--- config.mk ---
export PLATFORM = sky130hd
export DESIGN_NAME = adder_tree_feeder
export DESIGN_NICKNAME = d
export VERILOG_FILES = /design/src/rtl/adder_tree_feeder.sv
export SDC_FILE = /design/constraint.sdc
export NUM_CORES = 1
export LEC_CHECK = 0
export ABC_AREA = 1
export BUFFER_PORTS_ARGS = -buffer_cell sky130_fd_sc_hd__clkbuf_2
export CORE_ASPECT_RATIO = 1.2
export CORE_MARGIN = 10
export CORE_UTILIZATION = 52
export CTS_CLUSTER_SIZE = 8
export DETAILED_ROUTE_END_ITERATION = 10
export PLACE_DENSITY = 0.87
export SLEW_MARGIN = 20
export SYNTH_ARGS = -nofsm -noshare
export SYNTH_HDL_FRONTEND = slang
export SYNTH_SLANG_ARGS = --single-unit
--- constraint.sdc ---
create_clock -name clk -period 2.49 [get_ports clk]
set_input_delay 0.498 -clock clk [delete_from_list [all_inputs] [get_ports clk]]
set_output_delay 0.498 -clock clk [all_outputs]
set_load 0.02 [all_outputs]
--- src/rtl/adder_tree_feeder.sv ---
// Stream front end for the adder tree: gathers words into frames, issues them to the
// tree, tracks its fixed latency and returns the sums on a valid/ready stream.
module adder_tree_feeder #(
  parameter int ADDER_WIDTH  = 14,
  parameter int LEVELS       = 3,
  parameter int TREE_LATENCY = 2,
  parameter int RESULT_DEPTH = 2
) (
  input  logic                                  clk,
  input  logic                                  rst,
  input  logic                                  in_valid,
  output logic                                  in_ready,
  input  logic [ADDER_WIDTH-1:0]                in_data,
  input  logic                                  in_last,
  output logic [(2**LEVELS)*ADDER_WIDTH-1:0]    op_bus,
  output logic                                  op_strobe,
  input  logic [ADDER_WIDTH:0]                  tree_sum,
  output logic                                  out_valid,
  input  logic                                  out_ready,
  output logic [ADDER_WIDTH:0]                  out_sum,
  output logic [LEVELS:0]                       out_count
);

  localparam int N      = 2**LEVELS;
  localparam int SUM_W  = ADDER_WIDTH + 1;
  localparam int CNT_W  = LEVELS + 1;
  localparam int BUS_W  = N * ADDER_WIDTH;
  localparam int PTR_W  = (RESULT_DEPTH > 1) ? $clog2(RESULT_DEPTH) : 1;
  localparam int OCC_W  = $clog2(RESULT_DEPTH + TREE_LATENCY + 1) + 1;

  logic [ADDER_WIDTH-1:0] lanes_r [N];
  logic [LEVELS-1:0]      wr_idx_r;
  logic                   frame_full_r;
  logic [CNT_W-1:0]       cnt_r;
  logic [BUS_W-1:0]       lanes_flat_s;
  logic [BUS_W-1:0]       op_hold_r;

  logic [TREE_LATENCY-1:0] strobe_pipe_r;
  logic [CNT_W-1:0]        count_pipe_r [TREE_LATENCY];

  logic [SUM_W-1:0]  fifo_sum_r [RESULT_DEPTH];
  logic [CNT_W-1:0]  fifo_cnt_r [RESULT_DEPTH];
  logic [PTR_W-1:0]  wr_ptr_r;
  logic [PTR_W-1:0]  rd_ptr_r;
  logic [OCC_W-1:0]  fifo_count_r;
  logic [OCC_W-1:0]  inflight_s;
  logic [OCC_W-1:0]  occupancy_s;

  logic accept_s;
  logic last_word_s;
  logic issue_s;
  logic push_s;
  logic pop_s;

  function automatic logic [PTR_W-1:0] next_ptr(input logic [PTR_W-1:0] p);
    logic [PTR_W-1:0] n;
    if (p == PTR_W'(RESULT_DEPTH - 1)) begin
      n = '0;
    end else begin
      n = p + PTR_W'(1);
    end
    return n;
  endfunction

  // Handshake and issue decisions; a frame issues only if its result has a FIFO slot reserved.
  always_comb begin
    inflight_s = '0;
    for (int i = 0; i < TREE_LATENCY; i++) begin
      inflight_s = inflight_s + OCC_W'(strobe_pipe_r[i]);
    end
    occupancy_s = fifo_count_r + inflight_s;
    in_ready    = !frame_full_r;
    accept_s    = in_valid && !frame_full_r;
    last_word_s = in_last || (wr_idx_r == LEVELS'(N - 1));
    issue_s     = frame_full_r && (occupancy_s < OCC_W'(RESULT_DEPTH));
    push_s      = strobe_pipe_r[TREE_LATENCY-1];
    out_valid   = (fifo_count_r != '0);
    pop_s       = out_valid && out_ready;
  end

  // Flatten the lane registers into the tree-side bus layout.
  always_comb begin
    lanes_flat_s = '0;
    for (int k = 0; k < N; k++) begin
      lanes_flat_s[k*ADDER_WIDTH +: ADDER_WIDTH] = lanes_r[k];
    end
  end

  // The frame appears on the bus in its issue cycle and is then held until the next issue.
  always_comb begin
    op_strobe = issue_s;
    if (issue_s) begin
      op_bus = lanes_flat_s;
    end else begin
      op_bus = op_hold_r;
    end
  end

  // Frame gathering: lane writes, write index, completion flag and frame count.
  always_ff @(posedge clk) begin
    if (rst) begin
      for (int k = 0; k < N; k++) begin
        lanes_r[k] <= '0;
      end
      wr_idx_r     <= '0;
      frame_full_r <= 1'b0;
      cnt_r        <= '0;
    end else if (issue_s) begin
      for (int k = 0; k < N; k++) begin
        lanes_r[k] <= '0;
      end
      wr_idx_r     <= '0;
      frame_full_r <= 1'b0;
    end else if (accept_s) begin
      lanes_r[wr_idx_r] <= in_data;
      if (last_word_s) begin
        frame_full_r <= 1'b1;
        cnt_r        <= {1'b0, wr_idx_r} + CNT_W'(1);
      end else begin
        wr_idx_r <= wr_idx_r + LEVELS'(1);
      end
    end
  end

  // Holding register for the bus between issues.
  always_ff @(posedge clk) begin
    if (rst) begin
      op_hold_r <= '0;
    end else if (issue_s) begin
      op_hold_r <= lanes_flat_s;
    end
  end

  // Latency tracker: marks which cycle the tree output belongs to an issued frame.
  always_ff @(posedge clk) begin
    if (rst) begin
      strobe_pipe_r <= '0;
      for (int i = 0; i < TREE_LATENCY; i++) begin
        count_pipe_r[i] <= '0;
      end
    end else begin
      strobe_pipe_r[0] <= issue_s;
      count_pipe_r[0]  <= cnt_r;
      for (int i = 1; i < TREE_LATENCY; i++) begin
        strobe_pipe_r[i] <= strobe_pipe_r[i-1];
        count_pipe_r[i]  <= count_pipe_r[i-1];
      end
    end
  end

  // Result FIFO storage; the credit scheme guarantees a push always has room.
  always_ff @(posedge clk) begin
    if (rst) begin
      for (int i = 0; i < RESULT_DEPTH; i++) begin
        fifo_sum_r[i] <= '0;
        fifo_cnt_r[i] <= '0;
      end
      wr_ptr_r <= '0;
    end else if (push_s) begin
      fifo_sum_r[wr_ptr_r] <= tree_sum;
      fifo_cnt_r[wr_ptr_r] <= count_pipe_r[TREE_LATENCY-1];
      wr_ptr_r             <= next_ptr(wr_ptr_r);
    end
  end

  // Read pointer and occupancy; simultaneous push and pop leave the count unchanged.
  always_ff @(posedge clk) begin
    if (rst) begin
      rd_ptr_r     <= '0;
      fifo_count_r <= '0;
    end else begin
      if (pop_s) begin
        rd_ptr_r <= next_ptr(rd_ptr_r);
      end
      case ({push_s, pop_s})
        2'b10:   fifo_count_r <= fifo_count_r + OCC_W'(1);
        2'b01:   fifo_count_r <= fifo_count_r - OCC_W'(1);
        default: fifo_count_r <= fifo_count_r;
      endcase
    end
  end

  // FIFO head drives the result stream.
  always_comb begin
    out_sum   = fifo_sum_r[rd_ptr_r];
    out_count = fifo_cnt_r[rd_ptr_r];
  end

endmodule

==> out/metrics.yaml, run 1 <==
first_pass_iters: 8
relSlewSlack_pct: 52.9
rr_startpoint: "fifo_count_r[0]"
min_period_ps: 3200
diodes: 0
wl_mm: 41.9
synth_warnings: 0
cap_viol_max_count: 0
gp_congestion: 0.837
swShare_pct: 36.6
power.density_mw_per_mm2: 1120
slowest_delay_ps: 340
wl_per_cell_um: 20.1
finalPower_mw: 19.4
drcViolationCount: 0
layout.cells.non_filler: 2084
port_buffers: 167
initial_core_util_pct: 52.7
syn_to_final_growth_pct: 41.7
fmax_mhz: 313
startpoint: "fifo_count_r[0]"
syn_area_sq_mm: 0.0122
arrival_ps: 2700
synth_compound_area_share_pct: 0.982
clock_latency_ps: 520
synth_top_family_by_area: "simple AND/OR/NAND/NOR gates"
final_layout_size_suffix_gt1_share_pct: 33.1
drt_iter0_markers: 1238
coreArea_sq_mm: 0.0232
cp-start-kind: "flip-flop"
power.switching_mw: 7.11
clock-root-buffer: "clkbuf_16"
rows: 61
layout_commonest_cell: "inv_1"
track_usage_pct: 23.5
pwr-share-seq_pct: 30.8
clkSlewWorstSetupHoldPaths_ps: 50
worstPathCellList: "ha_4, nand2_4, nand2_4, ha_4, a21o_1, nor2_4, buf_12, buf_12, clkbuf_16, nand3_1, nand2_1, inv_1, clkbuf_2"
dpl_worst_slack_ps: -117
grt_pass1_wl_mm: 56.8
hold_class: "in -> reg"
timing.rr.end: "op_hold_r[103]"
cts_made_buffers: 41
power_leakage_nw: 8.58
syn_inst: 1478
synthAdderAreaFrac_pct: 0.880
synthMuxAreaShare_pct: 1.75
rsz0062_at_grt: "yes"
cts_buffer_depth: 3
cpMaxStageDelayCell: "dfxtp_2"
die_area_sq_mm: 0.0301
numClockSinks: 287
required_ps: 1990
num_vias: 11100
grt_pass1_vias: 10847
status: "complete, but fails checks"
synth_nets: 1520
grt_max_degree: 126
grt_remaining_overflow: 0
crit_buf_inv: 5
worstMarginPinSlew_ps: 706
cts_tree: "done"
ff2ff_setup_slack_ps: -160
nets: 1781
ant_nets: 0
setup_violations: 114
finClkSkew_ps: 24.4
crit_end: "op_bus[18]"
yosysSeqAreaShare_pct: 59.2
holdBufCountCts: 0
violations: "negative setup slack"
synthSimpleGateAreaFrac_pct: 21.8
min_period_over_period_pct: 128
die_h_um: 188
cp_max_fo: 11
io_pins: 168
hold_viol: 0
p_comb_share_pct: 42.5
drv_slew: 0
antenna_found_initial: 0
r2r_cells: 17
final_cell_mix: "337 x inv_1, 280 x nor2_1, 150 x edfxtp_1"
cp_num_cells: 13
worstSetupEndpointType: "primary output"
synth_xor_area_share_pct: 0.286
pwr-share-clk_pct: 26.7
die_w_um: 160
synth_area_per_cell_sq_um: 8.28
synth_seq_cells: 287
dpl.hpwl_mm: 19.7
irDropWorstVdd_mv: 0.875
cts_max_level: 2
cp_top_family: "buffers and inverters"
setup_ws_ps: -705
viasPerCell: 5.33
critPathKind: "reg -> out"
synth_cell_types: 24
internal_power_mw: 12.3
dp_cells: 1949
==> worst register-to-register path: cells and delay by family, from the launching register on <==
| kind | cells | cell delay (ps) |
|---|---|---|
| simple gates | 8 | 870 |
| flops | 1 | 340 |
| fa+ha+maj | 1 | 250 |
| buf+inv | 8 | 1080 |
==> synthesized netlist by cell type, drive strengths merged <==
cell	count	share of area, %
inv	403	12
nor2	282	8.7
nand2	266	8.2
edfxtp	150	37
dfxtp	137	22
nand3	118	4.8
buf	39	1.9
clkbuf	26	0.80
mux2	19	1.7
a21oi	12	0.49
o21ai	9	0.37
ha	7	0.72
nand4	3	0.15
xnor2	2	0.14
xor2	2	0.14
a21o	1	0.061
fa	1	0.16
o31ai	1	0.061
==> worst min path at each step <==
stage / from / end / cells past startpoint
2_1_floorplan: count_pipe_r[0][0] / count_pipe_r[0][4] / 2
3_3_place_gp: count_pipe_r[0][0] / count_pipe_r[0][4] / 2
3_5_place_dp: count_pipe_r[0][2] / count_pipe_r[0][6] / 2
4_1_cts: tree_sum[6] / fifo_sum_r[0][6] / 3
5_1_grt: tree_sum[3] / fifo_sum_r[0][3] / 3
6_report: tree_sum[6] / fifo_sum_r[0][6] / 3
==> flip-flops by register name, summed over array words and instances (netlist names), named ones only <==
name / cells
cnt_r: 4
count_pipe_r: 8
fifo_cnt_r: 8
fifo_count_r: 4
fifo_sum_r: 30
frame_full_r: 1
lanes_r: 112
op_hold_r: 112
rd_ptr_r: 1
strobe_pipe_r: 2
wr_idx_r: 3
wr_ptr_r: 1
==> what timing repair did <==
action | in CTS | in global routing
gates cloned | 8 | 15
setup buffers | 31 | 22
resized for setup | 213 | 387
setup endpoints to repair | 113 | 227
pin swaps | 25 | 35
==> cell type report <==
type / count / area (sq um)
repair buffers: 282 / 2940
inverters: 403 / 1540
clock buffers: 72 / 1180
fillers: 1300 / 5860
clock inverters: 1 / 8.76
well taps: 315 / 394
multi-input cells: 724 / 4030
flip-flops and latches: 287 / 7250
==> logic make-up (layout without fill, tap and decap cells) <==
kind of cell	count (synthesis)	after routing
compound gates	23	23
xor+xnor	4	4
fa+ha+maj	8	8
buf+inv	468	758
flops	287	287
mux	19	19
simple gates	669	670
==> per-layer routing <==
layer,vias to the layer above,track usage [%],wire [um]
met2,778,41.2,21000
met1,5170,25.3,13800
met3,269,5.37,3940
met4,0,13.8,3250
li1,4883,-,-
met5,-,0,0
==> through the flow <==
step / area, sq um / hold WS [ps] / TNS (ps) / utilization [%]
detailed placement: 13700 / 397 / -7790 / 59.0
finish: 17300 / 298 / -69350 / 74.7
global placement: 13700 / 394 / -3970 / 59.0
global route: 17300 / 320 / -80240 / 74.7
floorplan: 12200 / 388 / 0 / -
CTS: 16100 / 288 / -61450 / 69.3
==> power groups by stage <==
stage | Combinational, mW | Clock, mW | Sequential (mW)
after detailed placement | 5.19 | 0 | 5.99
after CTS | 6.50 | 5.17 | 5.91
after global placement | 5.07 | 0 | 5.95
final | 8.25 | 5.19 | 5.98
after floorplan | 3.42 | 0 | 5.92
after global routing | 8.72 | 5.43 | 6.01
No activity file was read; power rests on OpenSTA's default activity.
==> inputs of run 2 (changes only) <==
--- a/config.mk
+++ b/config.mk
@@ -12,7 +12,7 @@
 export CORE_UTILIZATION = 52
 export CTS_CLUSTER_SIZE = 8
 export DETAILED_ROUTE_END_ITERATION = 10
-export PLACE_DENSITY = 0.87
+export PLACE_DENSITY = 0.82
 export SLEW_MARGIN = 20
 export SYNTH_ARGS = -nofsm -noshare
 export SYNTH_HDL_FRONTEND = slang
==> out/metrics.yaml, run 2 (same netlist as run 1, synthesis figures left out) <==
fmax_mhz: 307
cts_tree: "done"
die_w_um: 160
fin_area_sq_mm: 0.0166
coreArea_sq_mm: 0.0232
drv_slew: 0
io_pins: 168
cts_max_level: 2
gp_congestion: 0.848
grt_pass1_wl_mm: 56.6
clock_latency_ps: 530
worstSetupEndpointType: "primary output"
wl_per_cell_um: 18.9
num_vias: 10762
grt_max_degree: 126
hold_start: "tree_sum[11]"
r2r_cells: 15
numClockSinks: 287
hold_class: "in -> reg"
required_ps: 1990
worstHoldPathCells: 3
arrival_ps: 2760
setup_violations: 232
nets: 1760
dpl_worst_slack_ps: -188
cts_made_buffers: 41
power_leakage_nw: 8.37
clock-root-buffer: "clkbuf_16"
holdBufCountCts: 0
violations: "negative setup slack"
rsz0062_at_grt: "yes"
cts_buffer_depth: 3
worstMarginPinSlew_ps: 701
drt_iter0_markers: 1187
dpl.hpwl_mm: 19.6
status: "complete, but fails checks"
track_usage_pct: 23.4
min_period_over_period_pct: 131
finalPower_mw: 18.4
final_cell_mix: "356 x inv_1, 280 x nor2_1, 150 x nand2_1, 150 x edfxtp_1, 135 x dfxtp_1"
grt_pass1_vias: 10710
min_period_ps: 3260
finClkSkew_ps: 23.2
cap_viol_max_count: 0
power.density_mw_per_mm2: 1110
utilization_pct: 71.6
antenna_found_initial: 0
rows: 61
drcViolationCount: 0
die_area_sq_mm: 0.0301
top_regs: "lanes_r x112, op_hold_r x112, fifo_sum_r x30"
setup_ws_ps: -771
relSlewSlack_pct: 53.2
die_h_um: 188
cp_max_fo: 6
syn_to_final_growth_pct: 35.8
dpl_cell_area_sq_mm: 0.0137
ant_nets: 0
critPathKind: "reg -> out"
port_buffers: 167
rr_startpoint: "fifo_count_r[0]"
wl_mm: 39.0
startpoint: "fifo_count_r[0]"
layout_commonest_cell: "inv_1"
cp-start-kind: "flip-flop"
initial_core_util_pct: 52.7
grt_remaining_overflow: 0
hold_viol: 0
first_pass_iters: 6
timing.hold.ws_ps: 297
viasPerCell: 5.21
irDropWorstVdd_mv: 0.858
final_layout_size_suffix_gt1_share_pct: 28.8
clkSlewWorstSetupHoldPaths_ps: 50
[run 2: metal layers]
layer	part of all wire (%)	track usage (%)	vias to the layer above
li1	-	-	4834
met1	36	25.9	5049
met2	49	40.4	670
met3	8.9	5.65	209
met4	6.9	13.4	0
met5	0	0	-
[run 2: report_power, final]
part | switching [mW] | internal (mW) | total [mW] | leakage (nW)
registers | 0.250 | 5.70 | 5.95 | 2.69
clock network | 2.00 | 3.08 | 5.08 | 0.550
logic | 4.47 | 2.95 | 7.41 | 5.13
[run 2: worst paths after layout]
path                             end  slack [ps]
setup / recovery           op_bus[8]        -770
hold / removal     fifo_sum_r[1][11]         300
setup reg to reg       lanes_r[0][9]        -320
hold reg to reg   count_pipe_r[0][5]         410
[run 2: worst max-delay path, cell delays in order, from the launching register on]
cell,delay (ps)
dfxtp_2,340
ha_4,270
nand2_4,50
nand2_4,80
ha_4,200
a21o_1,200
nor2_4,180
buf_6,140
nand2_8,110
buf_16,170
buf_8,130
nand2_2,80
nand2_2,80
inv_2,80
buf_8,120
[run 2: cell type report]
class	instances	area [sq um]
inverters	403	1540
flip-flops and latches	287	7250
repair buffers	262	2500
clock inverters	2	17.5
diodes	1	2.50
fillers	1498	6580
multi-input cells	723	3780
clock buffers	71	1140
well taps	315	394
[run 2: what timing repair did]
item / 4_1_cts / 5_1_grt
resized for setup: 253 / 243
endpoints found under the hold margin: 0 / 0
setup buffers: 36 / 8
cloned: 10 / 0
pin swaps: 10 / 11
endpoints found under the setup margin: 225 / 229
[run 2: stage by stage]
step                      std cells  setup TNS, ps
final                          2064        -106670
after global routing           2063        -119910
after CTS                      2070         -85310
after detailed placement       1951         -20220
after global placement         1951          -6270
after floorplan                1478              0
==> inputs of run 3 (changes only) <==
--- a/config.mk
+++ b/config.mk
@@ -6,13 +6,13 @@
 export NUM_CORES = 1
 export LEC_CHECK = 0
 export ABC_AREA = 1
-export BUFFER_PORTS_ARGS = -buffer_cell sky130_fd_sc_hd__clkbuf_2
 export CORE_ASPECT_RATIO = 1.2
 export CORE_MARGIN = 10
-export CORE_UTILIZATION = 52
+export CORE_UTILIZATION = 57
 export CTS_CLUSTER_SIZE = 8
 export DETAILED_ROUTE_END_ITERATION = 10
-export PLACE_DENSITY = 0.82
+export DONT_BUFFER_PORTS = 1
+export PLACE_DENSITY = 0.81
 export SLEW_MARGIN = 20
 export SYNTH_ARGS = -nofsm -noshare
 export SYNTH_HDL_FRONTEND = slang
==> out/metrics.yaml, run 3 (same netlist as run 1, synthesis figures left out) <==
status: "complete, but fails checks"
violations: "negative setup slack"
path_common_cell: "nand2_2"
final_layout_size_suffix_gt1_share_pct: 29.8
cp-start-kind: "flip-flop"
top_regs: "lanes_r x112, op_hold_r x112, fifo_sum_r x30"
drcViolationCount: 0
worstSetupEndpointType: "primary output"
setup_violations: 113
diodes: 0
track_usage_pct: 22.8
clock_latency_ps: 520
finClkSkew_ps: 18.2
syn_to_final_growth_pct: 29.6
finalSetupTns_ps: -59110
irDropWorstVdd_mv: 0.853
initial_core_util_pct: 58.1
worstMarginPinSlew_ps: 706
cts_max_level: 2
clkSlewWorstSetupHoldPaths_ps: 50
grt_pass1_wl_mm: 50.9
cpMaxStageDelayCell: "dfxtp_2"
grt_max_degree: 127
antenna_found_initial: 0
fmax_mhz: 325
dpl.hpwl_mm: 18.1
final_cell_mix: "288 x inv_1, 280 x nor2_1, 150 x edfxtp_1"
dp_cells: 1736
arrival_ps: 2580
worstPathCellList: "ha_4, nand2_2, nand2_2, ha_4, a21o_1, nor2_4, buf_12, nand2_8, buf_6, buf_12, nand2_2, nand2_4, inv_4"
slowest_delay_ps: 330
wl_per_cell_um: 19.1
coreArea_sq_mm: 0.0210
finalPower_mw: 17.8
grt_remaining_overflow: 0
required_ps: 1990
viasPerCell: 5.28
io_pins: 168
rsz0062_at_grt: "yes"
layout.cells.non_filler: 1863
clock-root-buffer: "clkbuf_16"
layout_commonest_cell: "inv_1"
relSlewSlack_pct: 52.9
gp_congestion: 0.797
holdBufCountCts: 0
grt_pass1_vias: 9457
ant_nets: 0
numClockSinks: 287
first_pass_iters: 5
drt_iter0_markers: 867
cts_made_buffers: 41
setup_ws_ps: -591
wl_mm: 35.6
rows: 58
num_vias: 9834
min_period_over_period_pct: 124
min_period_ps: 3080
ff2ff_setup_slack_ps: 30
drv_slew: 0
port_buffers: 0
nets: 1603
hold_class: "in -> reg"
cp_max_fo: 13
cts_tree: "done"
die_area_sq_mm: 0.0277
cap_viol_max_count: 0
power_leakage_nw: 7.45
critPathKind: "reg -> out"
power.density_mw_per_mm2: 1120
die_h_um: 180
hold_viol: 0
die_w_um: 154
cts_buffer_depth: 3
run 3: report_power, final:
part           switching (mW)  internal (mW)  total [mW]
Combinational            4.49           2.25        6.74
Sequential              0.232           5.70        5.93
Clock                    1.96           3.20        5.17
run 3: routing by layer:
layer,wire [um],track usage [%]
met5,0,0
met4,2010,12.8
met3,2850,5.47
met2,17900,38.1
met1,12900,26.2
run 3: path summary, 6_finish.rpt:
path / to / startpoint / cells past startpoint
worst max-delay path: op_bus[109] / fifo_count_r[0] / 13
worst max register to register: op_hold_r[75] / fifo_count_r[0] / 16
worst min register to register: count_pipe_r[0][4] / count_pipe_r[0][0] / 2
worst min-delay path: op_hold_r[44] / rst / 1
run 3: critical path, delay by kind of cell (launching register included):
family | cells | cell delay (ps)
AO/OA/AOI/OAI | 1 | 180
AND/OR/NAND/NOR | 6 | 530
flip-flops | 1 | 330
adder cells (fa/ha/maj) | 2 | 470
buffers and inverters | 4 | 520
run 3: through the flow:
stage / hold slack [ps] / instance area, sq um / setup WS, ps / util [%]
6_report: 60.0 / 15900 / -591 / 75.3
3_5_place_dp: 407 / 12700 / -65.3 / 60.5
4_1_cts: 45.9 / 15000 / -546 / 71.1
5_1_grt: 51.6 / 15900 / -651 / 75.3
2_1_floorplan: 388 / 12200 / 63.3 / -
3_3_place_gp: 395 / 12700 / -40.2 / 60.5
run 3: layout make-up:
| type | count | area, sq um |
|---|---|---|
| sequential | 287 | 7250 |
| clock inverter | 1 | 8.76 |
| clock buffer | 74 | 1190 |
| tap | 270 | 338 |
| timing repair buffer | 104 | 1290 |
| multi-input combinational | 724 | 4060 |
| fill | 1279 | 5190 |
| inverter | 403 | 1720 |
run 3: what timing repair did:
item	CTS	global route
setup endpoints to repair	113	225
buffers inserted	24	17
gates resized for setup	256	235
cloned	14	6
pin swaps	19	43
